--- src/rtl/execute_cycle_pkg.sv ---
// Shared encodings for the execute stage: ALU operation codes and operand-forwarding selects.
package execute_cycle_pkg;

   typedef enum logic [2:0] {
      ALU_ADD = 3'b000,
      ALU_SUB = 3'b001,
      ALU_AND = 3'b010,
      ALU_OR  = 3'b011,
      ALU_SLT = 3'b101
   } alu_op_e;

   typedef enum logic [1:0] {
      FWD_RF  = 2'b00,
      FWD_WB  = 2'b01,
      FWD_MEM = 2'b10
   } fwd_sel_e;

endpackage

--- src/rtl/execute_cycle_alu.sv ---
// Combinational ALU for the execute stage: add/sub/and/or/signed set-less-than, plus zero flag.
module alu
   import execute_cycle_pkg::*;
#(
   parameter int XLEN = 32
) (
   input  logic [XLEN-1:0] SrcA,
   input  logic [XLEN-1:0] SrcB,
   input  logic [2:0]      ALUControl,
   output logic [XLEN-1:0] Result,
   output logic            Zero
);

   logic signed [XLEN-1:0] src_a_s;
   logic signed [XLEN-1:0] src_b_s;

   assign src_a_s = SrcA;
   assign src_b_s = SrcB;

   always_comb begin
      Result = '0;
      case (ALUControl)
         ALU_ADD: Result = SrcA + SrcB;
         ALU_SUB: Result = SrcA - SrcB;
         ALU_AND: Result = SrcA & SrcB;
         ALU_OR:  Result = SrcA | SrcB;
         ALU_SLT: Result = {{(XLEN-1){1'b0}}, (src_a_s < src_b_s)};
         default: Result = '0;
      endcase
   end

   assign Zero = (Result == '0);

endmodule

--- src/rtl/execute_cycle.sv ---
// Execute stage with E/M pipeline register; operand forwarding enabled by EXECUTE_FORWARDING_EN.
module execute_cycle
   import execute_cycle_pkg::*;
#(
   parameter int XLEN = 32,
   parameter int REGW = 5
) (
   input  logic            clk,
   input  logic            rst,
   input  logic            RegWriteE,
   input  logic            ALUSrcE,
   input  logic            MemWriteE,
   input  logic            ResultSrcE,
   input  logic            BranchE,
   input  logic [2:0]      ALUControlE,
   input  logic [XLEN-1:0] RD1_E,
   input  logic [XLEN-1:0] RD2_E,
   input  logic [XLEN-1:0] Imm_Ext_E,
   input  logic [XLEN-1:0] PCE,
   input  logic [XLEN-1:0] PCPlus4E,
   input  logic [REGW-1:0] RD_E,
   input  logic            ValidE,
   input  logic [1:0]      ForwardA_E,
   input  logic [1:0]      ForwardB_E,
   input  logic [XLEN-1:0] ResultW,
   output logic            PCSrcE,
   output logic [XLEN-1:0] PCTargetE,
   output logic            RegWriteM,
   output logic            MemWriteM,
   output logic            ResultSrcM,
   output logic            ValidM,
   output logic [REGW-1:0] RD_M,
   output logic [XLEN-1:0] ALU_ResultM,
   output logic [XLEN-1:0] WriteDataM,
   output logic [XLEN-1:0] PCPlus4M
);

   logic [XLEN-1:0] src_a;
   logic [XLEN-1:0] fwd_b;
   logic [XLEN-1:0] src_b;
   logic [XLEN-1:0] alu_result;
   logic            zero;

   logic            reg_write_d, reg_write_q;
   logic            mem_write_d, mem_write_q;
   logic            result_src_d, result_src_q;
   logic            valid_d, valid_q;
   logic [REGW-1:0] rd_d, rd_q;
   logic [XLEN-1:0] alu_result_d, alu_result_q;
   logic [XLEN-1:0] write_data_d, write_data_q;
   logic [XLEN-1:0] pc_plus4_d, pc_plus4_q;

`ifdef EXECUTE_FORWARDING_EN
   // The MEM-stage forward source is this block's own registered ALU result.
   always_comb begin
      src_a = RD1_E;
      case (ForwardA_E)
         FWD_WB:  src_a = ResultW;
         FWD_MEM: src_a = alu_result_q;
         default: src_a = RD1_E;
      endcase
   end

   always_comb begin
      fwd_b = RD2_E;
      case (ForwardB_E)
         FWD_WB:  fwd_b = ResultW;
         FWD_MEM: fwd_b = alu_result_q;
         default: fwd_b = RD2_E;
      endcase
   end
`else
   logic unused_fwd;

   assign unused_fwd = ^{ForwardA_E, ForwardB_E, ResultW};
   assign src_a      = RD1_E;
   assign fwd_b      = RD2_E;
`endif

   assign src_b = ALUSrcE ? Imm_Ext_E : fwd_b;

   alu #(
      .XLEN(XLEN)
   ) u_alu (
      .SrcA      (src_a),
      .SrcB      (src_b),
      .ALUControl(ALUControlE),
      .Result    (alu_result),
      .Zero      (zero)
   );

   assign PCTargetE = PCE + Imm_Ext_E;
   assign PCSrcE    = BranchE & zero & ValidE;

   always_comb begin
      reg_write_d  = RegWriteE & ValidE;
      mem_write_d  = MemWriteE & ValidE;
      result_src_d = ResultSrcE;
      valid_d      = ValidE;
      rd_d         = RD_E;
      alu_result_d = alu_result;
      write_data_d = fwd_b;
      pc_plus4_d   = PCPlus4E;
   end

   // E/M boundary
   always_ff @(posedge clk) begin
      if (rst) begin
         reg_write_q  <= 1'b0;
         mem_write_q  <= 1'b0;
         result_src_q <= 1'b0;
         valid_q      <= 1'b0;
         rd_q         <= '0;
         alu_result_q <= '0;
         write_data_q <= '0;
         pc_plus4_q   <= '0;
      end else begin
         reg_write_q  <= reg_write_d;
         mem_write_q  <= mem_write_d;
         result_src_q <= result_src_d;
         valid_q      <= valid_d;
         rd_q         <= rd_d;
         alu_result_q <= alu_result_d;
         write_data_q <= write_data_d;
         pc_plus4_q   <= pc_plus4_d;
      end
   end

   assign RegWriteM   = reg_write_q;
   assign MemWriteM   = mem_write_q;
   assign ResultSrcM  = result_src_q;
   assign ValidM      = valid_q;
   assign RD_M        = rd_q;
   assign ALU_ResultM = alu_result_q;
   assign WriteDataM  = write_data_q;
   assign PCPlus4M    = pc_plus4_q;

endmodule

--- config.mk ---
export PLATFORM = sky130hd
export DESIGN_NAME = execute_cycle
export DESIGN_NICKNAME = d
export VERILOG_FILES = /design/src/rtl/execute_cycle_pkg.sv /design/src/rtl/execute_cycle_alu.sv /design/src/rtl/execute_cycle.sv
export SDC_FILE = /design/constraint.sdc
export NUM_CORES = 1
export LEC_CHECK = 0
export CAP_MARGIN = 5
export CORE_MARGIN = 2
export CORE_UTILIZATION = 47
export CTS_BUF_LIST = sky130_fd_sc_hd__clkbuf_8
export CTS_CLUSTER_DIAMETER = 40
export DETAILED_ROUTE_END_ITERATION = 6
export PLACE_DENSITY = 0.87
export SLEW_MARGIN = 10
export SYNTH_ARGS = -nofsm -noshare
export SYNTH_HDL_FRONTEND = slang
export SYNTH_SLANG_ARGS = --single-unit
--- constraint.sdc ---
create_clock -name clk -period 6.6 [get_ports clk]
set_input_delay 0.66 -clock clk [delete_from_list [all_inputs] [get_ports clk]]
set_output_delay 0.66 -clock clk [all_outputs]
set_load 0.03 [all_outputs]
==> results.md <==
* Routed WL at 33200 um
* Vias in the first global route at 9986
* Post_cts resized at 0
* Final setup vio count at 0
* Synth Area per Inst at 7.87 sq um
* Synth Register Bits at 105
* Placed Area at 13200 sq um
* Vias per inst at ~5.7
* Net count after synthesis at 1605
* # diodes at 0
* Fin crit period at 6.34 ns
* Pwr/cell area at around 170 nW/um^2
* Routability cong. at 1.02
* EDFF count, synth at 0
* Post-synth cell types at a little over 80
* Register area share after synthesis at a little over a fifth
* IO Count at 350
* Cell-internal power at 1.37 mW
* Max_cap viols at 0
* Die H at 148 um
* Fin area at ~13000 sq um
* Layout cells sized above 1 at 4.10%
* DRC marker count from the first detailed-route iteration at 821
* DR pass1 iterations at 7
* ANT nets after route at 0
* CTS H-Tree Depth at 3
* Max Freq at 158 MHz
* Num CTS Buffers at 9
* Via count at 10.3k
* Post-synth top area share at 21.4%
* Status: complete, no violations
* Required @ worst endpoint at 5.94 ns
* Nets@finish at 1890
* Max_slew headroom at 34.3%
* Yosys warning total at 0
* Worst setup SP type: input pin
* Site Rows at 52
* GR Util All Layers at 29.3%
* Critical setup path kind: in -> out
* CTS max path bufs at 2
* Total grt overflow at 0
* Post-CTS Setup Bufs at 0
* Largest net degree at the start of global routing at 72
* Area leader, netlist: dfxtp_1
* Initial antenna violation count at 1
* RSZ-0062 raised after global routing: no
* Die W at 148 um
* Core area at 20400 sq um
* Sw frac at 41.6%
* Syn Inst Count at 1246
* Pwr Total at 2.35 mW
* Worst-Margin Slew at 0.983 ns
* Layout Area Growth over Synthesis at 36.9%
* WL/cell at 18.4 um
* P_sw at approximately 980 uW
* Final Cycle Share at 96.1%
* Hold_buf cts at 0
* Slew Limit Fails at 0
* Fillers at 1742
* Drt drc at 0
* Commonest cells in the netlist: ha_1 (144), a21oi_1 (105), dfxtp_1 (105), inv_1 (105), nor2_1 (103)
* Starting Density at 48.2%
* Sequential power share at 29.1%
* Top FF cell, synth: dfxtp_1
* Critical Path Sink Type: output pin
* Async SR Flop Fraction at 0%
* Combinational power share at between 50% and 60%
* Worst EP arrival at 5.68 ns
* Crit Path Max Fanout at 4
* Power share of the clock group at about 19%
* CTS tree: yes
* Sink Count at 105
* Syn Std Cell Area at slightly below 10000 sq um
* Setup TNS at 0 ns
* Peak supply drop at 0.124 mV
* Hold Path Class: in -> reg
* I/O Buffers at 313
* Root buf cell: clkbuf_8
* Top-count cell post-synth: ha_1
* Lkg Pwr at 5.84 nW
* Area contributors post-synth: dfxtp_1 (21%), ha_1 (18%), nor2b_1 (5.8%)
* HPWL after DPL at 26900 um
* Fin. Hold Viols at 0
* First-pass GRT wire length at 51500 um
* Clock-pin transition on the worst setup and hold timing paths at 0.13 ns
* Full die area at ~22000 sq um
[layer usage]
layer | part of all wire (%) | vias up | track usage [%] | routed length (um)
li1 | - | 4979 | - | -
met1 | 41 | 4739 | 37.3 | 13800
met3 | 10 | 63 | 7.42 | 3390
met4 | 2.0 | 0 | 7.33 | 651
met2 | 46 | 545 | 49.7 | 15400
met5 | 0 | - | 0 | 0
[worst max-delay path, stage by stage]
cell	delay, ns
clkdlybuf4s50_1	0.45
mux2i_1	0.17
buf_4	0.15
inv_1	0.05
ha_1	0.24
fa_1	0.47
a211oi_1	0.28
o21ai_0	0.27
o211ai_1	0.21
nand3_1	0.24
a21boi_0	0.37
o311ai_0	0.21
a31oi_1	0.32
nand4_1	0.16
nor4_2	0.26
nand4_1	0.16
nor3_2	0.26
clkdlybuf4s50_1	0.73
[layout by cell type (no fill, tap or decap), drive strengths merged, types with 27 or more instances in the layout]
master	count
clkdlybuf4s50	310
ha	144
inv	112
dfxtp	105
a21oi	105
nor2	103
nor2b	91
o21ai	52
nand2	48
mux2i	38
xnor2	35
a211oi	35
nor3	32
buf	27
[cell families after synthesis]
group | count (synthesis) | share of synthesized area (%)
xor+xnor | 41 | 3.66
flops | 105 | 21.4
simple gates | 381 | 20.3
mux | 43 | 4.57
compound gates | 358 | 24.5
fa+ha+maj | 147 | 19.0
buf+inv | 171 | 6.66
[state kept, by name, indices dropped and copies added, names as in the netlist]
name,cells
ALU_ResultM,32
ResultSrcM,1
WriteDataM,32
MemWriteM,1
RegWriteM,1
ValidM,1
PCPlus4M,32
RD_M,5
[power groups by stage]
stage | clock network (mW) | registers [mW] | logic [mW]
6_report | 0.453 | 0.685 | 1.21
5_1_grt | 0.485 | 0.687 | 1.30
4_1_cts | 0.462 | 0.685 | 1.20
3_5_place_dp | 0 | 0.700 | 1.19
3_3_place_gp | 0 | 0.698 | 1.17
2_1_floorplan | 0 | 0.778 | 0.653
[cell type report]
cell class / instances / area (sq um) / share of cell area (%)
Sequential cell: 105 / 2100 / 15.6
Clock inverter: 7 / 85.1 / 0.633
Multi-Input combinational cell: 970 / 7060 / 52.6
Timing Repair Buffer: 337 / 3310 / 24.7
Tap cell: 270 / 338 / 2.52
Clock buffer: 9 / 124 / 0.922
Inverter: 108 / 405 / 3.02
[metrics by stage]
stage | std cells | util (%) | worst slack [ns] | hold slack (ns)
floorplan | 1246 | - | 1.46 | 0.746
global placement | 1790 | 64.9 | 0.412 | 1.07
detailed placement | 1790 | 64.9 | 0.371 | 1.07
CTS | 1806 | 66.0 | 0.341 | 0.643
global route | 1806 | 66.0 | 0.0701 | 0.664
finish | 1806 | 66.0 | 0.258 | 0.650
[worst paths after layout]
kind,startpoint,end,slack [ns],cells after the start
worst max-delay path,Imm_Ext_E[0],PCSrcE,0.26,18
worst min-delay path,rst,WriteDataM[1],0.65,2
Power figures use the tool's default switching activity.
